File: config.mk
export PLATFORM = sky130hd
export DESIGN_NAME = arith_unit_seq
export DESIGN_NICKNAME = d
export VERILOG_FILES = /design/src/rtl/arith_unit_seq.sv
export SDC_FILE = /design/constraint.sdc
export NUM_CORES = 1
export LEC_CHECK = 0
export ABC_AREA = 1
export BUFFER_PORTS_ARGS = -buffer_cell sky130_fd_sc_hd__buf_2
export CORE_MARGIN = 2
export CORE_UTILIZATION = 55
export DETAILED_ROUTE_END_ITERATION = 10
export PLACE_DENSITY_LB_ADDON = 0.25
export SYNTH_ARGS = -nofsm -noshare
export SYNTH_HDL_FRONTEND = slang
export SYNTH_SLANG_ARGS = --single-unit
export TNS_END_PERCENT = 5
File: constraint.sdc
create_clock -name clk -period 5.67 [get_ports clk]
set_input_delay 1.134 -clock clk [delete_from_list [all_inputs] [get_ports clk]]
set_output_delay 1.134 -clock clk [all_outputs]
set_load 0.01 [all_outputs]
File: src/rtl/arith_unit_seq.sv
// Handshaked add / subtract / unsigned-multiply unit with valid/ready on both sides.
// Add and sub take one cycle. Multiply is an iterative shift-add that handles one multiplier bit per cycle.
module arith_unit_seq #(
  parameter int WIDTH = 8
) (
  input  logic               clk,
  input  logic               rst_n,
  input  logic               in_valid,
  output logic               in_ready,
  input  logic [1:0]         op,
  input  logic [WIDTH-1:0]   a,
  input  logic [WIDTH-1:0]   b,
  output logic               out_valid,
  input  logic               out_ready,
  output logic [2*WIDTH-1:0] y,
  output logic               carry,
  output logic               ovf,
  output logic               zero,
  output logic               err
);

  localparam int CW = $clog2(WIDTH);

  localparam logic [1:0] OP_ADD = 2'b00;
  localparam logic [1:0] OP_SUB = 2'b01;
  localparam logic [1:0] OP_MUL = 2'b10;
  localparam logic [1:0] OP_RSV = 2'b11;

  typedef enum logic [1:0] {IDLE, MUL, DONE} state_t;

  state_t               state, state_nx;
  logic [CW-1:0]        cnt;
  logic [2*WIDTH-1:0]   mcand;
  logic [WIDTH-1:0]     mplier;
  logic [2*WIDTH-1:0]   acc;
  logic [2*WIDTH-1:0]   acc_nx;
  logic                 accept;
  logic                 last;
  logic                 sub;
  logic [WIDTH-1:0]     bx;
  logic [WIDTH:0]       sum;
  logic                 as_ovf;

  assign accept    = in_valid & in_ready;
  assign last      = (state == MUL) && (cnt == CW'(WIDTH - 1));
  // Gated with rst_n so the source never sees ready while the unit is held in reset.
  assign in_ready  = (state == IDLE) & rst_n;
  assign out_valid = (state == DONE);

  // Add and sub share one adder. Sub feeds in the inverted b and a carry-in of 1.
  assign sub    = (op == OP_SUB);
  assign bx     = b ^ {WIDTH{sub}};
  assign sum    = {1'b0, a} + {1'b0, bx} + (WIDTH+1)'(sub);
  assign as_ovf = (a[WIDTH-1] == bx[WIDTH-1]) & (sum[WIDTH-1] != a[WIDTH-1]);

  assign acc_nx = acc + (mplier[0] ? mcand : '0);

  always_ff @(posedge clk or negedge rst_n) begin
    if (!rst_n) state <= IDLE;
    else        state <= state_nx;
  end

  always_comb begin
    state_nx = state;
    case (state)
      IDLE:    if (accept) state_nx = (op == OP_MUL) ? MUL : DONE;
      MUL:     if (last) state_nx = DONE;
      DONE:    if (out_ready) state_nx = IDLE;
      default: state_nx = IDLE;
    endcase
  end

  // The accept edge already adds the b[0] partial product.
  // The MUL state then adds the remaining WIDTH-1 partial products, with cnt running from 1 to WIDTH-1.
  always_ff @(posedge clk or negedge rst_n) begin
    if (!rst_n) begin
      cnt    <= '0;
      mcand  <= '0;
      mplier <= '0;
      acc    <= '0;
      y      <= '0;
      carry  <= 1'b0;
      ovf    <= 1'b0;
      zero   <= 1'b0;
      err    <= 1'b0;
    end else if (accept) begin
      case (op)
        OP_MUL: begin
          mcand  <= (2*WIDTH)'(a) << 1;
          mplier <= b >> 1;
          acc    <= b[0] ? (2*WIDTH)'(a) : '0;
          cnt    <= CW'(1);
        end
        OP_RSV: begin
          y     <= '0;
          carry <= 1'b0;
          ovf   <= 1'b0;
          zero  <= 1'b1;
          err   <= 1'b1;
        end
        default: begin
          y     <= (2*WIDTH)'(sum[WIDTH-1:0]);
          carry <= sum[WIDTH];
          ovf   <= as_ovf;
          zero  <= (sum[WIDTH-1:0] == '0);
          err   <= 1'b0;
        end
      endcase
    end else if (state == MUL) begin
      acc    <= acc_nx;
      mcand  <= mcand << 1;
      mplier <= mplier >> 1;
      cnt    <= cnt + CW'(1);
      if (last) begin
        y     <= acc_nx;
        carry <= 1'b0;
        ovf   <= 1'b0;
        zero  <= (acc_nx == '0);
        err   <= 1'b0;
      end
    end
  end

endmodule

# == After elaboration in Yosys (flattened, before gate mapping) ==
# Index checks and enable logic that the tools add are counted.
# classes
addsub,4
mul,0
n_div,0
order_cmp,0
eq_ne,13
shift,0
n_mux,35
bitwise_logic,4
n_reduce_logical,9
# ops
operator,n
$mux 16,10
$mux 8,4
$pmux 16 s2,1
$add 16x16->16,1
$logic_not 16->1,1
$add 8x8->9,1
$add 9x1->9,1
$mux 3,3
$logic_not 8->1,1
$mux 1,8
$mux 2,4
$pmux 1 s2,4
$xor 8x8->8,1
$eq 2x2->1 const B,3
$ne 2x2->1 const B,3
$pmux 2 s3,1
$reduce_and 3->1,2
$eq 2x1->1 const B,2
$ne 2x1->1 const B,2
$reduce_bool 2->1,2
$add 3x1->3 const B,1
$and 1x1->1,3
$eq 3x3->1 const B,1
$logic_not 2->1,1
4 further kinds,4
# word_totals
reg_bits,65
latch_bits,0
mem_bits_rw,0
mem_bits_ro,0
elab_cells,75
mem_count,0

# == Depth between registers and ports, before layout ==
# Gate-level depths: netlist of the first run.
# logic_depth
word_depth,8
depth_mapped,18
mapped_depth_nobuf,16

# == Worst setup path before layout of the first run ==
# OpenSTA, ideal clock, no wires.
# synth_timing
kind,input -> register
start,input port b[0]
end,register zero
arrival_time_ps,2678
required_ps,5593
path_slack_ps,2915
cell_stages,16
n_path_buf,1
cell_sequence,clkbuf_2 inv_1 nand2_2 and2_1 fa_1 nand3_1 nand2_1 nand2_1 nand2_1 nand2_1 nand2_1 nor2_1 nand3_1 nand2_1 inv_1 a21oi_1
# synth_via
elab_chain_cells,6
# synth_rtl
item,line_no,source
from (decl),12,"input logic [WIDTH-1:0] b,"
$xor 8x8->8,52,assign bx = b ^ {WIDTH{sub}};
$add 8x8->9,53,"assign sum = {1'b0, a} + {1'b0, bx} + (WIDTH+1)'(sub);"
$add 9x1->9,53,
$logic_not 8->1,105,zero <= (sum[WIDTH-1:0] == '0);
$pmux 1 s2,87,case (op)
$mux 1,86,end else if (accept) begin
to (signal assigned),105,
to (signal assigned),118,zero <= (acc_nx == '0);
to (decl),18,"output logic zero,"
# No other way between the ends.
# A chain may end at the register's enable or synchronous reset.

# == Worst setup path after layout of the first run ==
# layout_timing
start,input port rst_n
end,register acc[7]
# layout_via
elab_chain_cells,4
word_cells_on_any_way,6
classes_between,1 x eq/ne; 1 x mux; 2 x bitwise; 2 x reduce/logical
# layout_rtl
item,line_no,source
from (decl),7,"input logic rst_n,"
$and 1x1->1 (*),47,assign in_ready = (state == IDLE) & rst_n;
$and 1x1->1 (*),44,assign accept = in_valid & in_ready;
$ne 2x1->1 (no line) / $reduce_bool 2->1 (equally long branches),--,
$reduce_and 2->1 (no line),--,
to (signal assigned),91,acc <= b[0] ? (2*WIDTH)'(a) : '0;
to (signal assigned),110,acc <= acc_nx;
to (decl),35,logic [2*WIDTH-1:0] acc;
# Every way passes the cells marked *; elsewhere a longest branch is shown, timed or not.

==> report_table.html, run 1 <==
<table>
<tr><th>Metric</th><th>Value</th></tr>
<tr><th colspan="2">Outcome</th></tr>
<tr><td>Result of the run</td><td>completed</td></tr>
<tr><th colspan="2">Synth</th></tr>
<tr><td>Synthesis-stage register bit count</td><td>63</td></tr>
<tr><td>Netlist Area Pre-Place</td><td>4250 um^2</td></tr>
<tr><td>Syn. warnings</td><td>0</td></tr>
<tr><td>Mapped Nets</td><td>644</td></tr>
<tr><td>Portion of the post-synthesis area used by sequential elements</td><td>0.371</td></tr>
<tr><td>Post-Syn Area per Cell</td><td>approximately 7.1 um^2</td></tr>
<tr><td>Synthesized instance count</td><td>a little under 600</td></tr>
<tr><td>Netlist cell types</td><td>34</td></tr>
<tr><th colspan="2">Floorplan</th></tr>
<tr><td>Die height</td><td>91.9 um</td></tr>
<tr><td>Standard cell core area</td><td>roughly 7600 um^2</td></tr>
<tr><td>Die area</td><td>8440 um^2</td></tr>
<tr><td>Initial Utilization</td><td>0.558</td></tr>
<tr><td>Number of top-level design ports</td><td>44</td></tr>
<tr><td>Horiz. Die Dim</td><td>about 90 um</td></tr>
<tr><td>Number of cell rows</td><td>32</td></tr>
<tr><th colspan="2">CTS</th></tr>
<tr><td>Count of buffers added by post-CTS timing repair for setup</td><td>0</td></tr>
<tr><td>TritonCTS clock tree</td><td>built</td></tr>
<tr><td>Maximum clock path buffer count</td><td>2</td></tr>
<tr><td>Number of resized instances in the post-cts repair step</td><td>0</td></tr>
<tr><td>Clock latency of the later-clocked register in the worst-skew pair</td><td>roughly 350 ps</td></tr>
<tr><td>Total number of clock tree sinks</td><td>63</td></tr>
<tr><td>Cell at the root of the clock tree</td><td>sky130_fd_sc_hd__clkbuf_8</td></tr>
<tr><td>CTS Hold Bufs</td><td>0</td></tr>
<tr><td>Clock slew at the register clock pins of the worst setup and hold paths</td><td>about 70 ps</td></tr>
<tr><td>CTS Buf Count</td><td>9</td></tr>
<tr><td>H-tree levels</td><td>3</td></tr>
<tr><th colspan="2">Timing</th></tr>
<tr><td>Summed negative setup slack over all endpoints</td><td>0 ps</td></tr>
<tr><td>Worst Clk Skew</td><td>14.2 ps</td></tr>
<tr><td>Final setup vio count</td><td>0</td></tr>
<tr><td>Unrepaired setup endpoints after global routing</td><td>no</td></tr>
<tr><td>Worst relative slew slack</td><td>0.462</td></tr>
<tr><td>Number of hold violations in the final report</td><td>0</td></tr>
<tr><td>Final Worst Setup Slack</td><td>around 2500 ps</td></tr>
<tr><td>Number of slew-limit violations in the final report</td><td>0</td></tr>
<tr><td>Maximum operating frequency</td><td>313 MHz</td></tr>
<tr><td>Transition time of the tightest slew-check pin</td><td>about 810 ps</td></tr>
<tr><td>Final period utilization</td><td>0.563</td></tr>
<tr><td>Tmin final</td><td>~3200 ps</td></tr>
<tr><th colspan="2">Worst hold path</th></tr>
<tr><td>Worst hold path type</td><td>flip-flop to flip-flop</td></tr>
<tr><td>Hold depth</td><td>2</td></tr>
<tr><td>End of the worst hold path</td><td>y[14]</td></tr>
<tr><td>Hold path startpoint</td><td>y[14]</td></tr>
<tr><th colspan="2">GRT</th></tr>
<tr><td>Via count of the first global-routing pass</td><td>approximately 3800</td></tr>
<tr><td>Total overflow reported by the global router</td><td>0</td></tr>
<tr><td>Maximum number of pins on one net before global-route repair</td><td>64</td></tr>
<tr><td>Number of antenna violations at the first check in global routing</td><td>0</td></tr>
<tr><td>First-pass GRT wire length</td><td>18.0 mm</td></tr>
<tr><td>All-layer global routing usage</td><td>0.269</td></tr>
<tr><th colspan="2">Critical path</th></tr>
<tr><td>Crit Path Class</td><td>primary input to flip-flop</td></tr>
<tr><td>Kind of launch point of the worst setup path</td><td>primary input</td></tr>
<tr><td>Start point of the critical path</td><td>rst_n</td></tr>
<tr><td>Crit end category</td><td>flip-flop</td></tr>
<tr><td>Data required time of the critical path</td><td>5900 ps</td></tr>
<tr><td>Highest net fanout along the worst path</td><td>between 40 and 50</td></tr>
<tr><td>Crit path DAT</td><td>3420 ps</td></tr>
<tr><td>Largest delay contributor family on the critical path</td><td>buffers and inverters</td></tr>
<tr><td>Cell repeated most along the worst path</td><td>sky130_fd_sc_hd__inv_1</td></tr>
<tr><td>Worst path bufs/invs</td><td>4</td></tr>
<tr><td>Crit-path cells</td><td>buf_2, inv_1, nor3_4, buf_4, nand2_4, nand2_2, inv_1, a31oi_1, a21oi_1</td></tr>
<tr><td>Endpoint of the most critical register-to-register path</td><td>zero</td></tr>
<tr><td>Reg-to-reg setup timing slack</td><td>2750 ps</td></tr>
<tr><td>Start of the worst register-to-register path</td><td>mplier[0]</td></tr>
<tr><td>Slowest stage cell, crit path</td><td>sky130_fd_sc_hd__nand2_2</td></tr>
<tr><td>Longest individual stage delay on the worst path</td><td>~580 ps</td></tr>
<tr><td>Worst Reg2Reg Path Length in Cells</td><td>16</td></tr>
<tr><th colspan="2">Cells and area</th></tr>
<tr><td>Commonest cells after routing, fill and taps aside</td><td>196 x sky130_fd_sc_hd__nand2_1, 85 x sky130_fd_sc_hd__inv_1, 63 x sky130_fd_sc_hd__dfrtp_1, 43 x sky130_fd_sc_hd__buf_2</td></tr>
<tr><td>Layout cells sized above 1</td><td>0.126</td></tr>
<tr><td>Number of nets in the layout</td><td>roughly 680</td></tr>
<tr><td>Number of fill cells</td><td>703</td></tr>
<tr><td>Area added between synthesis and finish</td><td>9.93%</td></tr>
<tr><td>Commonest non-fill, non-tap cell in the layout</td><td>sky130_fd_sc_hd__nand2_1</td></tr>
<tr><td>N_diodes</td><td>0</td></tr>
<tr><td>Register area</td><td>between 1500 and 2000 um^2</td></tr>
<tr><td>Combined area of the multi-input logic cells</td><td>2220 um^2</td></tr>
<tr><th colspan="2">Detailed routing</th></tr>
<tr><td>First-iteration detailed-routing DRC count</td><td>320</td></tr>
<tr><td>DRC violations left</td><td>0</td></tr>
<tr><td>Routed length per placed instance</td><td>approximately 14 um</td></tr>
<tr><td>First drt pass iteration count</td><td>8</td></tr>
<tr><td>Via count</td><td>3916</td></tr>
<tr><td>Remaining antenna violation count after routing</td><td>0</td></tr>
<tr><td>Vias per inst</td><td>5.27</td></tr>
<tr><td>Total length of routed wires</td><td>around 11 mm</td></tr>
<tr><th colspan="2">Power</th></tr>
<tr><td>Worst-case vdd ir drop</td><td>about 230 uV</td></tr>
<tr><td>Power per cell area</td><td>approximately 490 nW/um^2</td></tr>
<tr><td>Leakage power figure</td><td>2.58 nW</td></tr>
<tr><th colspan="2">Placement</th></tr>
<tr><td>Pre-CTS worst setup slack</td><td>between 2000 and 2500 ps</td></tr>
<tr><td>Gp weighted congestion</td><td>just over 0.9</td></tr>
<tr><td>Port bufs</td><td>43</td></tr>
<tr><td>Total half-perimeter wirelength after legalization and detailed placement</td><td>~8.1 mm</td></tr>
<tr><th colspan="2">Run</th></tr>
<tr><td>Max capacitance violation total</td><td>0</td></tr>
</table>
report_power, final:
group | internal, W | switching (W) | total [W]
logic | 0.000429 | 0.000792 | 0.00122
registers | 0.000619 | 0.000116 | 0.000736
clock network | 0.000156 | 0.000188 | 0.000344
total | 0.00120 | 0.00110 | 0.00230
worst max path at each step:
stage,slack (ps),cells past startpoint,to
after floorplan,2910,16,zero
after global placement,2310,9,acc[7]
after detailed placement,2220,9,acc[7]
after CTS,2520,9,acc[7]
after global routing,2310,9,acc[7]
final,2480,9,acc[7]
Yosys cell counts:
cell type,count,area share
sky130_fd_sc_hd__nand2_1,196,0.17
sky130_fd_sc_hd__inv_1,85,0.075
sky130_fd_sc_hd__dfrtp_1,63,0.37
sky130_fd_sc_hd__nand3_1,40,0.047
sky130_fd_sc_hd__nor2_1,40,0.035
sky130_fd_sc_hd__o21ai_0,36,0.042
sky130_fd_sc_hd__ha_1,24,0.071
sky130_fd_sc_hd__a31oi_1,18,0.027
sky130_fd_sc_hd__a21oi_1,14,0.017
sky130_fd_sc_hd__xnor2_1,10,0.021
sky130_fd_sc_hd__o22ai_1,7,0.010
sky130_fd_sc_hd__nand2_2,6,0.0088
sky130_fd_sc_hd__nand3b_1,6,0.011
sky130_fd_sc_hd__buf_2,5,0.0059
sky130_fd_sc_hd__clkbuf_1,5,0.0044
sky130_fd_sc_hd__inv_2,5,0.0044
sky130_fd_sc_hd__buf_6,4,0.011
sky130_fd_sc_hd__nand4_1,4,0.0059
sky130_fd_sc_hd__a22o_1,3,0.0062
sky130_fd_sc_hd__nand2_4,3,0.0080
sky130_fd_sc_hd__nor3_1,3,0.0035
sky130_fd_sc_hd__xor2_1,3,0.0062
sky130_fd_sc_hd__and2_1,2,0.0029
sky130_fd_sc_hd__fa_1,2,0.0094
sky130_fd_sc_hd__o31ai_1,2,0.0035
sky130_fd_sc_hd__or2_2,2,0.0029
sky130_fd_sc_hd__a22oi_1,1,0.0018
sky130_fd_sc_hd__buf_4,1,0.0018
sky130_fd_sc_hd__clkbuf_2,1,0.0012
sky130_fd_sc_hd__clkinv_4,1,0.0021
sky130_fd_sc_hd__mux2_2,1,0.0027
sky130_fd_sc_hd__nand3_2,1,0.0024
sky130_fd_sc_hd__nor2_2,1,0.0015
sky130_fd_sc_hd__nor3_4,1,0.0038
per-layer routing:
layer / wire length, um / share of wire / global-route usage
met1: 5120 / 0.48 / 0.384
met2: 4560 / 0.43 / 0.415
met3: 635 / 0.060 / 0.0427
met4: 263 / 0.025 / 0.101
met5: 0 / 0 / 0
area by class of cell:
cell class | instances | area share
Clock inverter | 6 | 0.00804
Timing Repair Buffer | 45 | 0.0493
Multi-Input combinational cell | 426 | 0.476
Tap cell | 102 | 0.0273
Inverter | 91 | 0.0743
Sequential cell | 63 | 0.338
Clock buffer | 10 | 0.0273
metrics by stage:
step	hold slack, ps	instances	util	area, um^2	power [W]
6_report	487	743	0.613	4670	0.00230
5_1_grt	517	743	0.613	4670	0.00251
4_1_cts	488	743	0.613	4670	0.00228
3_5_place_dp	468	727	0.592	4500	0.00193
3_3_place_gp	463	727	0.592	4500	0.00191
2_1_floorplan	453	596	-	4250	0.00161
worst register-to-register path, stage by stage (launching register included):
cell	delay (ps)
sky130_fd_sc_hd__dfrtp_1	710
sky130_fd_sc_hd__nand2_1	100
sky130_fd_sc_hd__inv_1	70
sky130_fd_sc_hd__ha_1	240
sky130_fd_sc_hd__inv_1	80
sky130_fd_sc_hd__fa_1	400
sky130_fd_sc_hd__inv_1	150
sky130_fd_sc_hd__nand3_1	110
sky130_fd_sc_hd__nand2_1	130
sky130_fd_sc_hd__nand3_1	120
sky130_fd_sc_hd__nand3_1	90
sky130_fd_sc_hd__nand2_1	70
sky130_fd_sc_hd__nand2_1	60
sky130_fd_sc_hd__nand2_1	50
sky130_fd_sc_hd__nor2_1	160
sky130_fd_sc_hd__nand3_1	150
sky130_fd_sc_hd__a21oi_1	150
sequential cells by signal, indices dropped and copies added, names as in the netlist:
name / count
cnt: 3
state: 2
err: 1
ovf: 1
carry: 1
acc: 16
mcand: 15
y: 16
mplier: 7
zero: 1
kinds of logic (layout without fill, tap and decap cells):
| logic type | count (synthesis) | in the layout | share of synthesized area |
|---|---|---|---|
| simple gates | 305 | 305 | 0.306 |
| buf+inv | 107 | 152 | 0.106 |
| compound gates | 81 | 81 | 0.107 |
| flops | 63 | 63 | 0.371 |
| fa+ha+maj | 26 | 26 | 0.0802 |
| xor+xnor | 13 | 13 | 0.0268 |
| mux | 1 | 1 | 0.00265 |
(Power assumes the default switching activity.)
==> run 2: changes to the inputs <==
ABC_AREA = 0   (was 1)
CORE_UTILIZATION = 53   (was 55)
clock period = 2.8 ns   (was 5.67 ns; I/O delays follow)
==> report_table.html, run 2 <==
<table>
<tr><th>Metric</th><th>Value</th></tr>
<tr><th colspan="2">Power</th></tr>
<tr><td>Final Total Pwr</td><td>approximately 0.0042 W</td></tr>
<tr><td>Part of the power in combinational logic</td><td>0.441</td></tr>
<tr><td>Worst-case vdd ir drop</td><td>405 uV</td></tr>
<tr><td>Net Sw Power</td><td>0.00165 W</td></tr>
<tr><td>Clock network fraction of total power</td><td>0.215</td></tr>
<tr><td>Internal power summed over all cells</td><td>~0.0026 W</td></tr>
<tr><td>Share of power burned in registers</td><td>0.344</td></tr>
<tr><td>Proportion of total power due to net switching</td><td>0.392</td></tr>
<tr><td>Power per cell area</td><td>878 nW/um^2</td></tr>
<tr><td>Leakage power figure</td><td>~2.4 nW</td></tr>
<tr><th colspan="2">Floorplan</th></tr>
<tr><td>Die height</td><td>approximately 90 um</td></tr>
<tr><td>Number of top-level design ports</td><td>44</td></tr>
<tr><td>Horiz. Die Dim</td><td>about 90 um</td></tr>
<tr><td>Number of cell rows</td><td>31</td></tr>
<tr><td>Die area</td><td>roughly 8100 um^2</td></tr>
<tr><td>Initial Utilization</td><td>0.543</td></tr>
<tr><td>Standard cell core area</td><td>just over 7000 um^2</td></tr>
<tr><th colspan="2">Synth</th></tr>
<tr><td>Portion of the post-synthesis area used by sequential elements</td><td>0.402</td></tr>
<tr><td>Mapped Nets</td><td>approximately 490</td></tr>
<tr><td>Synth Flop Type</td><td>sky130_fd_sc_hd__dfrtp_1</td></tr>
<tr><td>Most common cell in the netlist</td><td>sky130_fd_sc_hd__nand2_1</td></tr>
<tr><td>Netlist Area Pre-Place</td><td>3920 um^2</td></tr>
<tr><td>Main combinational cell family by area after synthesis</td><td>compound AO/OA/AOI/OAI gates</td></tr>
<tr><td>Synth area leaders</td><td>sky130_fd_sc_hd__dfrtp_1 40%, sky130_fd_sc_hd__ha_1 7.7%, sky130_fd_sc_hd__o21ai_0 7.4%</td></tr>
<tr><td>Synth Area in Compound Gates</td><td>0.207</td></tr>
<tr><td>Proportion of register bits with asynchronous set or reset after synthesis</td><td>1.00</td></tr>
<tr><td>Synthesized instance count</td><td>between 400 and 500</td></tr>
<tr><td>Share of synthesized cell area in and, or, nand and nor gates</td><td>0.186</td></tr>
<tr><td>Post-synthesis adder-cell area fraction</td><td>0.0868</td></tr>
<tr><td>Syn. warnings</td><td>0</td></tr>
<tr><td>Area share of the leading cell type in the synthesized netlist</td><td>0.402</td></tr>
<tr><td>Post-Syn Area per Cell</td><td>approximately 8.9 um^2</td></tr>
<tr><td>Post-synth EDFFs</td><td>0</td></tr>
<tr><td>Library cell occupying the most area in the post-synthesis netlist</td><td>sky130_fd_sc_hd__dfrtp_1</td></tr>
<tr><td>Netlist cell types</td><td>53</td></tr>
<tr><td>Multiplexer share of the synthesized area</td><td>0.0389</td></tr>
<tr><td>Synthesis-stage register bit count</td><td>63</td></tr>
<tr><td>Most numerous cell types in the synthesized netlist</td><td>74 x sky130_fd_sc_hd__nand2_1, 63 x sky130_fd_sc_hd__dfrtp_1, 58 x sky130_fd_sc_hd__o21ai_0</td></tr>
<tr><td>Xor-xnor portion of the synthesized cell area</td><td>0.0492</td></tr>
<tr><th colspan="2">Cells and area</th></tr>
<tr><td>Layout cells sized above 1</td><td>0.232</td></tr>
<tr><td>Number of fill cells</td><td>615</td></tr>
<tr><td>Final core area utilization</td><td>0.664</td></tr>
<tr><td>Commonest non-fill, non-tap cell in the layout</td><td>sky130_fd_sc_hd__nand2_1</td></tr>
<tr><td>Largest registers</td><td>acc x16, y x16, mcand x15</td></tr>
<tr><td>Number of nets in the layout</td><td>560</td></tr>
<tr><td>Register area</td><td>~1600 um^2</td></tr>
<tr><td>N_diodes</td><td>0</td></tr>
<tr><td>Area added between synthesis and finish</td><td>22.2%</td></tr>
<tr><td>Combined area of the multi-input logic cells</td><td>approximately 2300 um^2</td></tr>
<tr><td>Commonest cells after routing, fill and taps aside</td><td>74 x sky130_fd_sc_hd__nand2_1, 63 x sky130_fd_sc_hd__dfrtp_1, 58 x sky130_fd_sc_hd__o21ai_0, 43 x sky130_fd_sc_hd__buf_2, 40 x sky130_fd_sc_hd__buf_4</td></tr>
<tr><th colspan="2">Timing</th></tr>
<tr><td>Worst relative slew slack</td><td>0.319</td></tr>
<tr><td>Maximum operating frequency</td><td>around 370 MHz</td></tr>
<tr><td>Final period utilization</td><td>0.953</td></tr>
<tr><td>Unrepaired setup endpoints after global routing</td><td>yes</td></tr>
<tr><td>Worst Clk Skew</td><td>8.78 ps</td></tr>
<tr><td>Tmin final</td><td>about 2700 ps</td></tr>
<tr><td>Final setup vio count</td><td>0</td></tr>
<tr><td>Number of hold violations in the final report</td><td>0</td></tr>
<tr><td>Transition time of the tightest slew-check pin</td><td>about 1000 ps</td></tr>
<tr><td>Number of slew-limit violations in the final report</td><td>0</td></tr>
<tr><th colspan="2">GRT</th></tr>
<tr><td>Total overflow reported by the global router</td><td>0</td></tr>
<tr><td>Number of antenna violations at the first check in global routing</td><td>0</td></tr>
<tr><td>Maximum number of pins on one net before global-route repair</td><td>64</td></tr>
<tr><td>First-pass GRT wire length</td><td>about 17 mm</td></tr>
<tr><td>All-layer global routing usage</td><td>0.257</td></tr>
<tr><td>Via count of the first global-routing pass</td><td>~3400</td></tr>
<tr><th colspan="2">Placement</th></tr>
<tr><td>Port bufs</td><td>43</td></tr>
<tr><td>Gp weighted congestion</td><td>0.881</td></tr>
<tr><td>Total half-perimeter wirelength after legalization and detailed placement</td><td>roughly 7.4 mm</td></tr>
<tr><th colspan="2">Detailed routing</th></tr>
<tr><td>First-iteration detailed-routing DRC count</td><td>between 200 and 250</td></tr>
<tr><td>First drt pass iteration count</td><td>5</td></tr>
<tr><td>DRC violations left</td><td>0</td></tr>
<tr><td>Via count</td><td>around 3500</td></tr>
<tr><td>Vias per inst</td><td>between 5 and 6</td></tr>
<tr><td>Remaining antenna violation count after routing</td><td>0</td></tr>
<tr><td>Total length of routed wires</td><td>9.99 mm</td></tr>
<tr><td>Routed length per placed instance</td><td>about 16 um</td></tr>
<tr><th colspan="2">Worst hold path</th></tr>
<tr><td>End of the worst hold path</td><td>state[1]</td></tr>
<tr><td>Hold depth</td><td>2</td></tr>
<tr><td>Hold path startpoint</td><td>out_ready</td></tr>
<tr><td>Worst hold path type</td><td>primary input to flip-flop</td></tr>
<tr><th colspan="2">Critical path</th></tr>
<tr><td>Crit end category</td><td>flip-flop</td></tr>
<tr><td>Data required time of the critical path</td><td>just over 3000 ps</td></tr>
<tr><td>Highest net fanout along the worst path</td><td>15</td></tr>
<tr><td>Worst path bufs/invs</td><td>1</td></tr>
<tr><td>Reg-to-reg setup timing slack</td><td>between 100 and 150 ps</td></tr>
<tr><td>Crit Path Class</td><td>flip-flop to flip-flop</td></tr>
<tr><td>Worst Reg2Reg Path Length in Cells</td><td>9</td></tr>
<tr><td>Largest delay contributor family on the critical path</td><td>compound AO/OA/AOI/OAI gates</td></tr>
<tr><td>Crit path DAT</td><td>just under 3000 ps</td></tr>
<tr><td>Slowest stage cell, crit path</td><td>sky130_fd_sc_hd__a221o_1</td></tr>
<tr><td>Longest individual stage delay on the worst path</td><td>390 ps</td></tr>
<tr><td>Endpoint of the most critical register-to-register path</td><td>zero</td></tr>
<tr><td>Start of the worst register-to-register path</td><td>mplier[0]</td></tr>
<tr><td>Crit-path cells</td><td>buf_4, and2_1, ha_1, and3_1, a221o_1, o41ai_2, xnor2_1, nor4_2, a41o_1</td></tr>
<tr><td>Kind of launch point of the worst setup path</td><td>flip-flop</td></tr>
<tr><th colspan="2">CTS</th></tr>
<tr><td>CTS Hold Bufs</td><td>0</td></tr>
<tr><td>Clock slew at the register clock pins of the worst setup and hold paths</td><td>70 ps</td></tr>
<tr><td>Clock latency of the later-clocked register in the worst-skew pair</td><td>350 ps</td></tr>
<tr><td>Total number of clock tree sinks</td><td>63</td></tr>
<tr><td>TritonCTS clock tree</td><td>built</td></tr>
<tr><td>H-tree levels</td><td>3</td></tr>
<tr><td>CTS Buf Count</td><td>9</td></tr>
<tr><td>Maximum clock path buffer count</td><td>2</td></tr>
<tr><td>Cell at the root of the clock tree</td><td>sky130_fd_sc_hd__clkbuf_8</td></tr>
<tr><th colspan="2">Run</th></tr>
<tr><td>Max capacitance violation total</td><td>0</td></tr>
<tr><th colspan="2">Outcome</th></tr>
<tr><td>Result of the run</td><td>completed</td></tr>
</table>
run 2: final cells by class:
| cell class | count | area share |
|---|---|---|
| well taps | 99 | 0.0259 |
| multi-input cells | 344 | 0.481 |
| clock buffers | 10 | 0.0287 |
| clock inverters | 6 | 0.0193 |
| repair buffers | 83 | 0.108 |
| inverters | 11 | 0.00862 |
| flip-flops and latches | 63 | 0.329 |
run 2: worst reg2reg max path: stages (launching register included):
cell,delay [ps]
sky130_fd_sc_hd__dfrtp_1,370
sky130_fd_sc_hd__buf_4,180
sky130_fd_sc_hd__and2_1,160
sky130_fd_sc_hd__ha_1,340
sky130_fd_sc_hd__and3_1,190
sky130_fd_sc_hd__a221o_1,390
sky130_fd_sc_hd__o41ai_2,270
sky130_fd_sc_hd__xnor2_1,180
sky130_fd_sc_hd__nor4_2,320
sky130_fd_sc_hd__a41o_1,200
run 2: worst max-delay path by stage:
stage,from,to,cells past startpoint
after detailed placement,op[1],zero,11
after floorplan,op[0],zero,11
after global placement,op[1],zero,11
after CTS,mcand[1],zero,11
final,mplier[0],zero,9
after global routing,mcand[1],zero,11
run 2: per-layer routing:
metal | share of wire | global-route usage | vias to the layer above
li1 | - | - | 1716
met1 | 0.47 | 0.359 | 1693
met2 | 0.46 | 0.410 | 123
met3 | 0.055 | 0.0478 | 16
met4 | 0.012 | 0.0756 | 0
met5 | 0 | 0 | -
run 2: what timing repair did:
item / in CTS / in global routing
resized for setup: 1 / 12
setup buffers: 0 / 0
endpoints found under the setup margin: 1 / 5
run 2: cell families (layout without fill, tap and decap cells):
family	count (synthesis)	after routing
DFF	63	63
muxes	15	15
AOI/OAI and AO/OA	131	131
buffers and inverters	31	110
adders and majority gates	26	26
and+or+nand+nor	150	150
xor gates and xnor gates	22	22
run 2: power groups by stage:
stage	clock (W)	combinational [W]	sequential [W]
after detailed placement	0	0.00179	0.00146
after global routing	0.000966	0.00207	0.00149
after CTS	0.000912	0.00181	0.00144
after floorplan	0	0.00112	0.00146
final	0.000903	0.00186	0.00145
after global placement	0	0.00175	0.00144
run 2: per-stage QoR:
stage | hold slack (ps) | cell area [um^2] | TNS, ps | worst slack, ps | std cells
2_1_floorplan | 264 | 3930 | 0 | 2.89 | 438
4_1_cts | 399 | 4730 | 0 | 20.6 | 616
6_report | 406 | 4790 | 0 | 131 | 616
5_1_grt | 414 | 4790 | -48.6 | -48.6 | 616
3_5_place_dp | 463 | 4500 | -1120 | -295 | 600
3_3_place_gp | 457 | 4500 | -686 | -215 | 600
